===== src/rtl/regfile_read_arbiter_if.sv =====
// Bundle of requester, register-file, commit and response signals for the
// register-file read arbiter. The arbiter uses the slave modport.
interface regfile_read_arbiter_if #(
  parameter int NUM_REQ = 4,
  parameter int TAG_W   = 4
);
  localparam int IDX_W = $clog2(NUM_REQ);

  logic [NUM_REQ-1:0]            req_valid;
  logic [NUM_REQ-1:0]            req_ready;
  logic [NUM_REQ-1:0][4:0]       req_rs1;
  logic [NUM_REQ-1:0][4:0]       req_rs2;
  logic [NUM_REQ-1:0][TAG_W-1:0] req_tag;

  logic [4:0]                    rf_rs1;
  logic [4:0]                    rf_rs2;
  logic [31:0]                   rf_rs1_data;
  logic [31:0]                   rf_rs2_data;

  logic [4:0]                    wb_rd;
  logic                          wb_regwrite;
  logic [31:0]                   wb_data;

  logic                          rsp_valid;
  logic                          rsp_ready;
  logic [IDX_W-1:0]              rsp_req;
  logic [TAG_W-1:0]              rsp_tag;
  logic [31:0]                   rsp_rs1_data;
  logic [31:0]                   rsp_rs2_data;

  modport slave (
    input  req_valid, req_rs1, req_rs2, req_tag,
    input  rf_rs1_data, rf_rs2_data,
    input  wb_rd, wb_regwrite, wb_data,
    input  rsp_ready,
    output req_ready, rf_rs1, rf_rs2,
    output rsp_valid, rsp_req, rsp_tag, rsp_rs1_data, rsp_rs2_data
  );

  modport master (
    output req_valid, req_rs1, req_rs2, req_tag,
    output rf_rs1_data, rf_rs2_data,
    output wb_rd, wb_regwrite, wb_data,
    output rsp_ready,
    input  req_ready, rf_rs1, rf_rs2,
    input  rsp_valid, rsp_req, rsp_tag, rsp_rs1_data, rsp_rs2_data
  );
endinterface


===== src/rtl/regfile_read_arbiter.sv =====
// Round-robin sharing of the register file's two read ports among NUM_REQ issue-stage
// requesters; registers both operands (x0 forced to zero, commit bypassed) plus the tag.

module regfile_operand_sel (
  input  logic [4:0]  idx,
  input  logic [31:0] rf_data,
  input  logic        wb_regwrite,
  input  logic [4:0]  wb_rd,
  input  logic [31:0] wb_data,
  output logic [31:0] data
);
  // x0 is not stored in the file; the commit landing this edge is not yet visible in it
  always_comb begin
    if (idx == 5'd0)                            data = '0;
    else if (wb_regwrite && (wb_rd == idx))     data = wb_data;
    else                                        data = rf_data;
  end
endmodule

module regfile_read_arbiter #(
  parameter int NUM_REQ = 4,
  parameter int TAG_W   = 4
) (
  input logic                   clk,
  input logic                   reset,
  regfile_read_arbiter_if.slave bus
);
  localparam int IDX_W = $clog2(NUM_REQ);

  typedef enum logic {EMPTY = 1'b0, FULL = 1'b1} state_t;

  state_t            state;
  logic [IDX_W-1:0]  rr_ptr;
  logic [IDX_W-1:0]  win;
  logic [IDX_W-1:0]  cand;
  logic              can_grant;
  logic              grant;

  logic [1:0][4:0]   src_idx;
  logic [1:0][31:0]  src_rf;
  logic [1:0][31:0]  src_data;

  logic [IDX_W-1:0]  rsp_req_q;
  logic [TAG_W-1:0]  rsp_tag_q;
  logic [31:0]       rsp_rs1_q;
  logic [31:0]       rsp_rs2_q;

  // Gated by reset so nothing is handed out while the block is held in reset
  assign can_grant = reset & ((state == EMPTY) | bus.rsp_ready);

  always_comb begin
    win   = '0;
    grant = 1'b0;
    cand  = '0;
    for (int k = 0; k < NUM_REQ; k++) begin
      cand = IDX_W'((32'(rr_ptr) + 32'(k)) % NUM_REQ);
      if (can_grant && !grant && bus.req_valid[cand]) begin
        win   = cand;
        grant = 1'b1;
      end
    end
  end

  always_comb begin
    bus.req_ready = '0;
    if (grant) bus.req_ready[win] = 1'b1;
  end

  assign bus.rf_rs1 = grant ? bus.req_rs1[win] : 5'd0;
  assign bus.rf_rs2 = grant ? bus.req_rs2[win] : 5'd0;

  assign src_idx[0] = bus.rf_rs1;
  assign src_idx[1] = bus.rf_rs2;
  assign src_rf[0]  = bus.rf_rs1_data;
  assign src_rf[1]  = bus.rf_rs2_data;

  for (genvar l = 0; l < 2; l++) begin : g_opnd
    regfile_operand_sel u_sel (
      .idx         (src_idx[l]),
      .rf_data     (src_rf[l]),
      .wb_regwrite (bus.wb_regwrite),
      .wb_rd       (bus.wb_rd),
      .wb_data     (bus.wb_data),
      .data        (src_data[l])
    );
  end

  // Payload only moves on a grant, so a held response never picks up later bypasses
  always_ff @(posedge clk or negedge reset) begin
    if (!reset) begin
      state     <= EMPTY;
      rr_ptr    <= '0;
      rsp_req_q <= '0;
      rsp_tag_q <= '0;
      rsp_rs1_q <= '0;
      rsp_rs2_q <= '0;
    end else begin
      if (grant) begin
        state     <= FULL;
        rsp_req_q <= win;
        rsp_tag_q <= bus.req_tag[win];
        rsp_rs1_q <= src_data[0];
        rsp_rs2_q <= src_data[1];
        rr_ptr    <= (win == IDX_W'(NUM_REQ - 1)) ? '0 : win + 1'b1;
      end else if (state == FULL && bus.rsp_ready) begin
        state     <= EMPTY;
      end
    end
  end

  assign bus.rsp_valid    = (state == FULL);
  assign bus.rsp_req      = rsp_req_q;
  assign bus.rsp_tag      = rsp_tag_q;
  assign bus.rsp_rs1_data = rsp_rs1_q;
  assign bus.rsp_rs2_data = rsp_rs2_q;

  a_grant_onehot : assert property (@(posedge clk) disable iff (!reset)
    $onehot0(bus.req_ready));
  a_grant_needs_valid : assert property (@(posedge clk) disable iff (!reset)
    (bus.req_ready & ~bus.req_valid) == '0);
  a_hold_stable : assert property (@(posedge clk) disable iff (!reset)
    (state == FULL && !bus.rsp_ready) |=>
      (state == FULL) && $stable(rsp_req_q) && $stable(rsp_tag_q) &&
      $stable(rsp_rs1_q) && $stable(rsp_rs2_q));
endmodule


===== src/flat_wrapper.sv =====
// flat-port wrapper written by rule: the top's interface ports become plain ports
module regfile_read_arbiter_flat 
#(
  parameter int NUM_REQ = 4,
  parameter int TAG_W   = 4
)
  (clk, reset, bus_req_valid, bus_req_rs1, bus_req_rs2, bus_req_tag, bus_rf_rs1_data, bus_rf_rs2_data, bus_wb_rd, bus_wb_regwrite, bus_wb_data, bus_rsp_ready, bus_req_ready, bus_rf_rs1, bus_rf_rs2, bus_rsp_valid, bus_rsp_req, bus_rsp_tag, bus_rsp_rs1_data, bus_rsp_rs2_data);
  regfile_read_arbiter_if #(.NUM_REQ(NUM_REQ), .TAG_W(TAG_W)) bus_i ();
  input logic clk;
  input logic reset;
  input wire logic [$bits(bus_i.req_valid)-1:0] bus_req_valid;
  input wire logic [$bits(bus_i.req_rs1)-1:0] bus_req_rs1;
  input wire logic [$bits(bus_i.req_rs2)-1:0] bus_req_rs2;
  input wire logic [$bits(bus_i.req_tag)-1:0] bus_req_tag;
  input wire logic [$bits(bus_i.rf_rs1_data)-1:0] bus_rf_rs1_data;
  input wire logic [$bits(bus_i.rf_rs2_data)-1:0] bus_rf_rs2_data;
  input wire logic [$bits(bus_i.wb_rd)-1:0] bus_wb_rd;
  input wire logic [$bits(bus_i.wb_regwrite)-1:0] bus_wb_regwrite;
  input wire logic [$bits(bus_i.wb_data)-1:0] bus_wb_data;
  input wire logic [$bits(bus_i.rsp_ready)-1:0] bus_rsp_ready;
  output wire logic [$bits(bus_i.req_ready)-1:0] bus_req_ready;
  output wire logic [$bits(bus_i.rf_rs1)-1:0] bus_rf_rs1;
  output wire logic [$bits(bus_i.rf_rs2)-1:0] bus_rf_rs2;
  output wire logic [$bits(bus_i.rsp_valid)-1:0] bus_rsp_valid;
  output wire logic [$bits(bus_i.rsp_req)-1:0] bus_rsp_req;
  output wire logic [$bits(bus_i.rsp_tag)-1:0] bus_rsp_tag;
  output wire logic [$bits(bus_i.rsp_rs1_data)-1:0] bus_rsp_rs1_data;
  output wire logic [$bits(bus_i.rsp_rs2_data)-1:0] bus_rsp_rs2_data;
  assign bus_i.req_valid = bus_req_valid;
  assign bus_i.req_rs1 = bus_req_rs1;
  assign bus_i.req_rs2 = bus_req_rs2;
  assign bus_i.req_tag = bus_req_tag;
  assign bus_i.rf_rs1_data = bus_rf_rs1_data;
  assign bus_i.rf_rs2_data = bus_rf_rs2_data;
  assign bus_i.wb_rd = bus_wb_rd;
  assign bus_i.wb_regwrite = bus_wb_regwrite;
  assign bus_i.wb_data = bus_wb_data;
  assign bus_i.rsp_ready = bus_rsp_ready;
  assign bus_req_ready = bus_i.req_ready;
  assign bus_rf_rs1 = bus_i.rf_rs1;
  assign bus_rf_rs2 = bus_i.rf_rs2;
  assign bus_rsp_valid = bus_i.rsp_valid;
  assign bus_rsp_req = bus_i.rsp_req;
  assign bus_rsp_tag = bus_i.rsp_tag;
  assign bus_rsp_rs1_data = bus_i.rsp_rs1_data;
  assign bus_rsp_rs2_data = bus_i.rsp_rs2_data;
  regfile_read_arbiter #(.NUM_REQ(NUM_REQ), .TAG_W(TAG_W)) u_core (.clk(clk), .reset(reset), .bus(bus_i));
endmodule

===== config.mk =====
export PLATFORM = sky130hd
export DESIGN_NAME = regfile_read_arbiter_flat
export DESIGN_NICKNAME = d
export VERILOG_FILES = /design/src/rtl/regfile_read_arbiter_if.sv /design/src/rtl/regfile_read_arbiter.sv /design/src/flat_wrapper.sv
export SDC_FILE = /design/constraint.sdc
export NUM_CORES = 1
export LEC_CHECK = 0
export ABC_AREA = 1
export CAP_MARGIN = 0
export CORE_ASPECT_RATIO = 0.8
export CORE_MARGIN = 2
export CORE_UTILIZATION = 40
export CTS_CLUSTER_DIAMETER = 80
export DETAILED_ROUTE_END_ITERATION = 8
export GPL_ROUTABILITY_DRIVEN = 0
export PLACE_DENSITY = 0.78
export SETUP_SLACK_MARGIN = 0.2
export SYNTH_ARGS = -nofsm -noshare
export SYNTH_HDL_FRONTEND = slang
export SYNTH_SLANG_ARGS = --single-unit
export TNS_END_PERCENT = 100

===== constraint.sdc =====
create_clock -name clk -period 3.74 [get_ports clk]
set_clock_uncertainty 0.05 [all_clocks]
set_input_delay 0.935 -clock clk [delete_from_list [all_inputs] [get_ports clk]]
set_output_delay 0.935 -clock clk [all_outputs]
set_load 0.01 [all_outputs]

==> run metrics, run 1 <==
status finished clean; CP max FO 8; RSZ-0062 raised after global routing yes; Critical Path End Type flip-flop; TritonCTS clock tree done; initial antenna violation count 1; via count 6907; WP data required 3.96 ns; die area 14320 sq um; Reg2Reg Setup Slack 0.14 ns; Post-CTS Hold Fix Bufs 0; register area share after synthesis 34.16%; crit-path max cell delay 0.24 ns; Yosys cell types 32; DRC 0; CTS Buf Count 9; clock root buffer clkbuf_16; synth warn 0; # port buffers 249; GRT Util Overall 28.96%; total of max-cap violations 0; gr ovfl total 0; H-tree Lvls 3; power per cell area 1014 nW/um^2; Max-Slew Margin vs Limit 48.58%; initial DRC count 531; critical path startpoint category input port; cell area after layout 10020 sq um; P_leak 0.005158 uW; largest net degree at the start of global routing 68; DP Wirelength 14470 microns; final core occ 77.27%; I/O pin cnt 250; Layout Area Growth over Synthesis 87.30%; fillcell total 922; row count 37; CP dominant cell by count buf_4; Routed Antenna Nets 0; share of cells above drive strength 1 27.39%; Vias/cell 5.166; ys flop type dfrtp_1; Post-synth EDFFs 0; CTS sink count 73; die width 133.3 microns; drt wl/cell 17.91 microns; max-slew violation count 0; syn avg cell area 6.521 sq um; CP max stage cell clkbuf_16; DRT Pass-1 Iters 5; nets@finish 1326; Setup CP Type input port to flip-flop; clk_lat worst skew 0.33 ns; vias in the first global route 6396; hold crit path type flip-flop to flip-flop; Seq cells post-synth 73; Die H 107.4 microns; Slew @ Worst Pin 0.7713 ns; IR drop worst, VDD 707.1 uV; Period minus WS final 3.710 ns; Post-Syn Instances 820; WP data arrival 3.93 ns; final-report setup violation count 0; Tcrit/Tclk final 99.21%; Initial Utilization 41.25%; async set-reset flop share out of synthesis 100.0%; Hold Fails Final Rpt 0; Post-Syn Nets 989; Post-DP Area 8319 sq um; fmax 269.5 MHz; Total Wirelength 23950 microns; Synth Cell Area 5348 sq um; Core Region 12960 sq um; first-pass GRT wire length 32480 microns; clock slew at reported path FFs 0.06 ns; Clock Path Buffers 2
registers in the layout (all words and copies together) (netlist names):
name,flops
u_core.bus.rsp_rs1_data,32
u_core.bus.rsp_rs2_data,32
u_core.bus.rsp_tag,4
u_core.bus.rsp_req,2
u_core.rr_ptr,2
u_core.bus.rsp_valid,1
timing repair:
action	CTS	global route
buffers inserted	31	20
gates cloned	4	7
pin swaps	29	71
endpoints found under the setup margin	78	46
resized for setup	123	171
cells in the final DEF (no fill, tap or decap), types with 2 or more instances in the layout:
cell type / Yosys / final
nand2_4: 5 / 33
buf_4: 9 / 70
buf_12: 0 / 13
nand2_2: 12 / 49
buf_8: 0 / 4
dfrtp_1: 73 / 72
o21ai_2: 2 / 2
buf_2: 12 / 11
nor2_1: 7 / 6
nor2_4: 7 / 8
nand4_1: 33 / 33
buf_6: 13 / 35
inv_1: 156 / 150
inv_8: 1 / 2
nand2_1: 298 / 229
inv_2: 4 / 7
nand4_4: 1 / 2
nand3_1: 135 / 95
inv_4: 1 / 2
a31oi_1: 5 / 4
clkdlybuf4s50_1: 0 / 229
nand2_8: 0 / 5
clkinvlp_4: 0 / 2
o21bai_1: 8 / 8
o21ai_0: 11 / 11
clkinv_2: 0 / 2
clkbuf_16: 0 / 14
ha_2: 0 / 2
nand3_4: 1 / 6
nand3_2: 3 / 38
report_power, final:
part | switching, uW | leakage (uW) | internal [uW]
sequential | 270 | 0.000860 | 1220
clock | 342 | 0.000144 | 530
combinational | 4090 | 0.00415 | 3700
total | 4710 | 0.00516 | 5440
stage by stage:
| step | power [uW] | setup slack, ns | cells | hold WS [ns] | TNS, ns |
|---|---|---|---|---|---|
| after CTS | 8740 | 0.1822 | 1309 | 0.4266 | 0 |
| final | 10150 | 0.02967 | 1337 | 0.4232 | 0 |
| after floorplan | 4518 | 0.2488 | 820 | 0.4586 | 0 |
| after global routing | 10720 | -0.07282 | 1337 | 0.4486 | -0.7758 |
| after detailed placement | 7126 | -0.6675 | 1259 | 0.4132 | -22.12 |
| after global placement | 7030 | -0.5710 | 1259 | 0.4043 | -13.82 |
area by class of cell:
class | instances | area [sq um] | area share (%)
repair buffers | 369 | 3750 | 37.44
multi-input cells | 540 | 3269 | 32.64
flip-flops and latches | 73 | 1828 | 18.25
inverters | 163 | 635.6 | 6.346
clock buffers | 10 | 239.0 | 2.386
well taps | 175 | 219.0 | 2.186
clock inverters | 5 | 56.30 | 0.5621
repair inverters | 1 | 16.27 | 0.1624
diodes | 1 | 2.502 | 0.02498
worst paths after layout:
kind | start | to | cells after the start
setup / recovery | reset | u_core.bus.rsp_rs2_data[20] | 25
hold / removal | u_core.bus.rsp_rs2_data[4] | u_core.bus.rsp_rs2_data[4] | 2
setup reg to reg | u_core.rr_ptr[1] | u_core.bus.rsp_rs2_data[20] | 25
hold reg to reg | u_core.bus.rsp_rs2_data[4] | u_core.bus.rsp_rs2_data[4] | 2
max in group asynchronous | reset | u_core.rr_ptr[0] | 3
min in group asynchronous | reset | u_core.bus.rsp_rs2_data[23] | 2
worst max-delay path, delay by kind of cell:
kind,cells,cell delay (ns)
buffers and inverters,9,1.22
and+or+nand+nor,16,1.76
per-layer routing:
layer  share of wire, %  vias up  GRT usage (%)
met2                 47      426          47.05
met1                 39     3193          37.67
met5                  0        -              0
met3                9.9       93          7.250
li1                   -     3195              -
met4                4.2        0          10.26
synthesized netlist by cell type (5+ instances only):
master / number / area (sq um)
a31oi_1: 5 / 31.28
o21ai_0: 11 / 55.05
nand2_4: 5 / 56.30
nand2_1: 298 / 1119
dfrtp_1: 73 / 1827
buf_2: 12 / 60.06
o21bai_1: 8 / 60.06
buf_4: 9 / 67.56
nand4_1: 33 / 206.5
clkbuf_1: 11 / 41.29
inv_1: 156 / 585.6
buf_6: 13 / 146.4
nor2_4: 7 / 78.83
nand3_1: 135 / 675.7
nor2_1: 7 / 26.28
nand2_2: 12 / 75.07
logic make-up after synthesis:
group,synth area share [%]
AOI/OAI and AO/OA,3.299
adders and majority gates,0.9359
buffers and inverters,17.52
DFF,34.16
and+or+nand+nor,44.08
Power figures use the tool's default switching activity.
==> inputs of run 2 (changes only) <==
--- a/config.mk
+++ b/config.mk
@@ -8,12 +8,11 @@
 export ABC_AREA = 1
 export CAP_MARGIN = 0
 export CORE_ASPECT_RATIO = 0.8
-export CORE_MARGIN = 2
-export CORE_UTILIZATION = 40
+export CORE_MARGIN = 3
+export CORE_UTILIZATION = 30
 export CTS_CLUSTER_DIAMETER = 80
 export DETAILED_ROUTE_END_ITERATION = 8
 export GPL_ROUTABILITY_DRIVEN = 0
-export PLACE_DENSITY = 0.78
 export SETUP_SLACK_MARGIN = 0.2
 export SYNTH_ARGS = -nofsm -noshare
 export SYNTH_HDL_FRONTEND = slang
==> run 2 against run 1 <==
Via count decreased by 8.1%. Largest cell class unchanged. Routed wire length decreased by 6.0%. Global-route usage decreased by 7.5 points. Largest power group unchanged. Hold slack improved by 0.0020 ns. Flip-flop and latch count unchanged. First-iteration DRC count decreased by 36%.
==> run metrics, run 2 (synthesized netlist as in run 1, its figures left out) <==
status finished clean; Core Region 17430 sq um (+34%); cell area after layout 9737 sq um (-2.8%); GRT Util Overall 21.44% (-7.5 points); DP Wirelength 15630 microns (+8.0%); CTS sink count 73 (unchanged); clock root buffer clkbuf_16; # port buffers 249 (unchanged); fin cells 1378 (+3.1%); H-tree Lvls 3 (unchanged); Total Wirelength 22510 microns (-6.0%); DP Cell Count 1320 (+4.8%); Tcrit/Tclk final 94.77% (-4.4 points); Tot Pwr 9459 uW (-6.8%); first-pass GRT wire length 33310 microns (+2.6%); Slew @ Worst Pin 0.8240 ns (+0.05273 ns); Layout Area Growth over Synthesis 82.08%; RSZ-0062 raised after global routing yes; clock slew at reported path FFs 0.06 ns (about the same); CTS Buf Count 9 (unchanged); critical path startpoint category input port; die width 155.3 microns (+17%); IR drop worst, VDD 451.4 uV (-36%); share of cells above drive strength 1 22.46% (-4.9 points); Routed Antenna Nets 0 (unchanged); initial antenna violation count 0 (-1); Vias/cell 4.607 (-11%); commonest non-fill, non-tap cell in the layout nand2_1; largest net degree at the start of global routing 71 (+4.4%); ant diodes 0 (-1); Post-DP Area 8489 sq um (+2.0%); Period minus WS final 3.544 ns (-0.1659 ns); TritonCTS clock tree done; power per cell area 971.4 nW/um^2 (-4.2%); I/O pin cnt 250 (unchanged); drt wl/cell 16.33 microns (-8.8%); Post-CTS Hold Fix Bufs 0 (unchanged); Max-Slew Margin vs Limit 45.07% (-3.5 points); max-slew violation count 0 (unchanged); Die H 125.4 microns (+17%); initial DRC count 342 (-36%); vias in the first global route 6165 (-3.6%); Hold Fails Final Rpt 0 (unchanged); die area 19470 sq um (+36%); fillcell total 1690 (+83%); final core occ 55.86% (-21 points); most frequent cells in the layout 264 x nand2_1, 229 x clkdlybuf4s50_1, 150 x inv_1; row count 43 (+16%); final-report setup violation count 0 (unchanged); WP data required 2.75 ns (-1.21 ns); CP max FO 5 (-3); via count 6348 (-8.1%); WP data arrival 2.56 ns (-1.37 ns); hold crit path type flip-flop to flip-flop; Initial Utilization 30.68% (-11 points); fmax 282.1 MHz (+4.7%); gr ovfl total 0 (unchanged); clk_lat worst skew 0.34 ns (about the same); Setup CP Type input port to output pin; Critical Path End Type output pin; DRT Pass-1 Iters 5 (unchanged); DRC 0 (unchanged); total of max-cap violations 0 (unchanged); nets@finish 1317 (-0.68%); P_leak 0.005089 uW (-1.3%); setup TNS after final layout 0 ns (unchanged); Clock Path Buffers 2 (unchanged)
==> run 2: changes by cell type in the layout (fill, tap and decap cells not counted), moves of 2 or more <==
cell and change:
ha_1 +3, nand3_2 -14, buf_2 -4, buf_12 +2, nand2_1 +35, inv_4 +2, nand3_1 +14, ha_2 -2
nand2_2 -14, buf_6 -10, nand2_4 -20, buf_4 +4
==> run 2: stage by stage <==
step	hold WS [ns]	setup WS, ns
6_report	0.4253	0.1956
5_1_grt	0.4467	0.1065
4_1_cts	0.4313	0.2019
3_5_place_dp	0.4145	-0.6315
3_3_place_gp	0.4111	-0.6130
2_1_floorplan	0.4586	0.2488
==> run 2: critical path, stage by stage <==
cell and delay [ns]:
buf_6 0.10, nand2_2 0.07, nand3_2 0.11, nand2_4 0.14, nand4_4 0.13, clkinv_2 0.06, nand2_2 0.04, nand2_2 0.07
nand2_4 0.07, buf_12 0.14, buf_8 0.12, nor2_4 0.14, buf_6 0.15, nand3_4 0.09, nand2_4 0.08, buf_6 0.10
==> run 2: path summary, 6_finish.rpt <==
check                                       from                     endpoint  slack [ns]  depth (start not counted)
setup / recovery                bus_req_valid[2]                bus_rf_rs2[0]        0.20                         16
hold / removal             u_core.bus.rsp_req[1]        u_core.bus.rsp_req[1]        0.43                          2
setup reg to reg                u_core.rr_ptr[0]  u_core.bus.rsp_rs1_data[17]        0.32                         25
hold reg to reg            u_core.bus.rsp_req[1]        u_core.bus.rsp_req[1]        0.43                          2
max in group asynchronous                  reset  u_core.bus.rsp_rs1_data[19]        2.12                          3
min in group asynchronous                  reset  u_core.bus.rsp_rs1_data[16]        0.60                          2
==> run 2: cell type report <==
cell class | count | area (sq um) | area share, %
Clock buffer | 10 | 229.0 | 2.352
Multi-Input combinational cell | 541 | 3002 | 30.83
Inverter | 163 | 630.6 | 6.476
Timing Repair Buffer | 360 | 3675 | 37.74
Sequential cell | 73 | 1829 | 18.79
Tap cell | 225 | 281.5 | 2.891
Clock inverter | 6 | 90.09 | 0.9252
==> run 2: power by group <==
part           leakage [uW]  internal, uW  switching, uW
Clock              0.000153           587            360
Combinational       0.00408          3310           3730
Sequential         0.000858          1220            244
==> run 2: what timing repair did <==
item	4_1_cts	5_1_grt
endpoints found under the setup margin	78	46
gates cloned	2	7
pin swaps	29	45
buffers inserted	19	14
resized for setup	133	82
==> run 2: layer usage <==
layer / routed length, microns / GRT usage, % / vias up
met1: 10230 / 29.47 / 2923
li1: - / - / 3186
met2: 10320 / 33.73 / 214
met4: 354 / 4.529 / 0
met5: 0 / 0 / -
met3: 1598 / 6.194 / 25
==> inputs of run 3 (changes only) <==
--- a/config.mk
+++ b/config.mk
@@ -10,7 +10,7 @@
 export CORE_ASPECT_RATIO = 0.8
 export CORE_MARGIN = 3
 export CORE_UTILIZATION = 30
-export CTS_CLUSTER_DIAMETER = 80
+export CTS_CLUSTER_DIAMETER = 50
 export DETAILED_ROUTE_END_ITERATION = 8
 export GPL_ROUTABILITY_DRIVEN = 0
 export SETUP_SLACK_MARGIN = 0.2
==> constraint.sdc (replaced) <==
create_clock -name clk -period 3.74 [get_ports clk]
set_clock_uncertainty 0.05 [all_clocks]
set_input_delay 0.935 -clock clk [delete_from_list [all_inputs] [get_ports clk]]
set_output_delay 0.935 -clock clk [all_outputs]
set_load 0.05 [all_outputs]
==> run 3 against run 2 <==
Routed wire length is 6.7% higher. Via count is 3.6% higher. Largest power group unchanged. Total power is 21% higher. Clock power is 12% lower. Design area is 3.9% higher. Flip-flop and latch count stayed put. Critical path depth is 2 lower. Sequential share of layout area is 0.71 points lower. Critical path type unchanged. Sequential power hardly changed. Setup slack worse by 0.083 ns. Hold slack worse by 0.0054 ns. Highest routed layer unchanged. First-iteration DRC count is 16% higher.
==> run metrics, run 3 (synthesized netlist as in run 1, its figures left out) <==
status finished clean; power per cell area 1135 nW/um^2 (+17%); hold crit path type flip-flop to flip-flop; DP Wirelength 15540 microns (-0.56%); Slew @ Worst Pin 0.5635 ns (-0.2605 ns); Total Wirelength 24030 microns (+6.7%); Tot Pwr 11480 uW (+21%); Die H 125.4 microns (unchanged); initial DRC count 396 (+16%); Clock Path Buffers 2 (unchanged); gr ovfl total 0 (unchanged); Critical R2R Capture u_core.bus.rsp_rs1_data[4]; Setup CP Type input port to output pin; CTS Buf Count 9 (unchanged); clk_lat worst skew 0.34 ns (about the same); Hold Fails Final Rpt 0 (unchanged); fmax 275.7 MHz (-2.3%); clock slew at reported path FFs 0.06 ns (about the same); met1 wire length 10900 microns (+6.5%); CP max FO 9 (+4); FF/Latch Area 1829 sq um (unchanged); WP data required 2.75 ns (about the same); first-pass GRT wire length 33330 microns (about the same); clock root buffer clkbuf_16; CTS sink count 73 (unchanged); fillcell total 1604 (-5.1%); DP Cell Count 1306 (-1.1%); met3 wire length 1684 microns (+5.4%); Routed Antenna Nets 0 (unchanged); Period minus WS final 3.628 ns (+0.08332 ns); nets@finish 1325 (+0.61%); combinational power share 80.1% (+5.6 points); die area 19470 sq um (unchanged); hold depth 2 (unchanged); max-slew violation count 0 (unchanged); Layout Area Growth over Synthesis 89.19%; RSZ-0062 raised after global routing yes; commonest non-fill, non-tap cell in the layout nand2_1; switching part of the total 53.47% (+7.6 points); R2R Path Start u_core.rr_ptr[0]; P_leak 0.005171 uW (+1.6%); internal cell power 5342 uW (+4.3%); vias in the first global route 6263 (+1.6%); GRT Util Overall 21.45% (about the same); Initial Utilization 30.68% (unchanged); part of the power in registers 12.7% (-2.8 points); Max-Slew Margin vs Limit 62.31% (+17 points); total of max-cap violations 0 (unchanged); Reg2Reg Setup Slack 0.29 ns (-0.03 ns); hold endpoint u_core.bus.rsp_rs1_data[3]; Hold Startpoint u_core.bus.rsp_rs1_data[3]; Clock Power Share 7.3% (-2.7 points); final hold slack 0.4199 ns (-0.005404 ns); critical path startpoint category input port; IR drop worst, VDD 607.9 uV (+35%); DR top layer met4; row count 43 (unchanged); fin cells 1386 (+0.58%); I/O pin cnt 250 (unchanged); final-report setup violation count 0 (unchanged); H-tree Lvls 3 (unchanged); WP data arrival 2.64 ns (+0.08 ns); TritonCTS clock tree done; die width 155.3 microns (unchanged); initial antenna violation count 0 (unchanged); DRT Pass-1 Iters 6 (+1); Reg2Reg Depth 28 (+12%); Tcrit/Tclk final 97.00% (+2.2 points); drt wl/cell 17.34 microns (+6.1%); most frequent cells in the layout 243 x nand2_1, 229 x clkdlybuf4s50_1, 144 x inv_1; via count 6578 (+3.6%); Vias/cell 4.746 (+3.0%); DRC 0 (unchanged); share of cells above drive strength 1 26.01% (+3.5 points); largest net degree at the start of global routing 42 (-41%); Post-CTS Hold Fix Bufs 0 (unchanged); # port buffers 249 (unchanged); multi-input logic area 3201 sq um (+6.6%); Core Region 17430 sq um (unchanged); Critical Path End Type output pin; net switching power 6139 uW (+42%); met2 wire len 11000 microns (+6.6%); ant diodes 0 (unchanged)
==> run 3: changes by cell type in the layout (fill, tap and decap cells not counted), sizes merged <==
cell,change
buf,+6
clkinv,+5
inv,-5
clkinvlp,+4
bufinv,-2
clkbuf,-1
nand2,+1
==> run 3: critical path: stages <==
cell	delay, ns
buf_8	0.07
nor2_4	0.03
nor2_4	0.16
nand3_2	0.13
nand4_4	0.13
buf_6	0.13
nor2_8	0.04
buf_4	0.14
nor2_4	0.20
clkinv_4	0.16
clkbuf_4	0.22
nand2_2	0.10
inv_2	0.04
buf_8	0.14
==> run 3: through the flow <==
stage                     area (sq um)  TNS, ns  util [%]  setup WS (ns)
after floorplan                   5373        0         -         0.2107
after global placement            8334   -9.284     47.81        -0.2488
after detailed placement          8334   -12.62     47.81        -0.2776
after CTS                         9136        0     52.41         0.1853
after global routing             10120        0     58.04        0.03491
final                            10120        0     58.04         0.1123
==> run 3: worst max path at each step <==
stage	start	end	slack, ns
finish	bus_rsp_ready	bus_rf_rs2[3]	0.11
global route	reset	bus_rf_rs2[4]	0.03
CTS	bus_req_valid[3]	bus_rf_rs2[4]	0.19
detailed placement	bus_req_valid[2]	bus_rf_rs1[1]	-0.28
global placement	bus_req_valid[2]	bus_rf_rs1[1]	-0.25
floorplan	bus_req_valid[2]	bus_req_ready[0]	0.21
==> run 3: what timing repair did <==
item                                    CTS  global route
hold endpoints to repair                  0             0
gates resized for setup                  95           144
endpoints found under the setup margin   58            78
pin swaps                                32            39
setup buffers                            24            27
cloned                                    3            10
==> run 3: power by group through the flow <==
stage | Combinational (uW) | Clock [uW] | Sequential, uW
floorplan | 3330 | 0 | 2720
global placement | 7120 | 0 | 1480
detailed placement | 7150 | 0 | 1470
CTS | 7970 | 854 | 1450
global route | 9760 | 879 | 1500
finish | 9190 | 835 | 1450
==> run 3: layout make-up <==
| cell class | instances | area share [%] |
|---|---|---|
| timing repair inverter | 1 | 0.08657 |
| tap | 225 | 2.783 |
| multi-input combinational | 542 | 31.63 |
| clock buffer | 9 | 2.226 |
| clock inverter | 7 | 0.5194 |
| sequential | 73 | 18.08 |
| inverter | 163 | 6.691 |
| timing repair buffer | 366 | 37.98 |
==> run 3: per-layer routing <==
metal	track usage, %	vias up
met3	5.017	41
met2	33.38	265
li1	-	3207
met5	0	-
met1	30.48	3065
met4	4.632	0
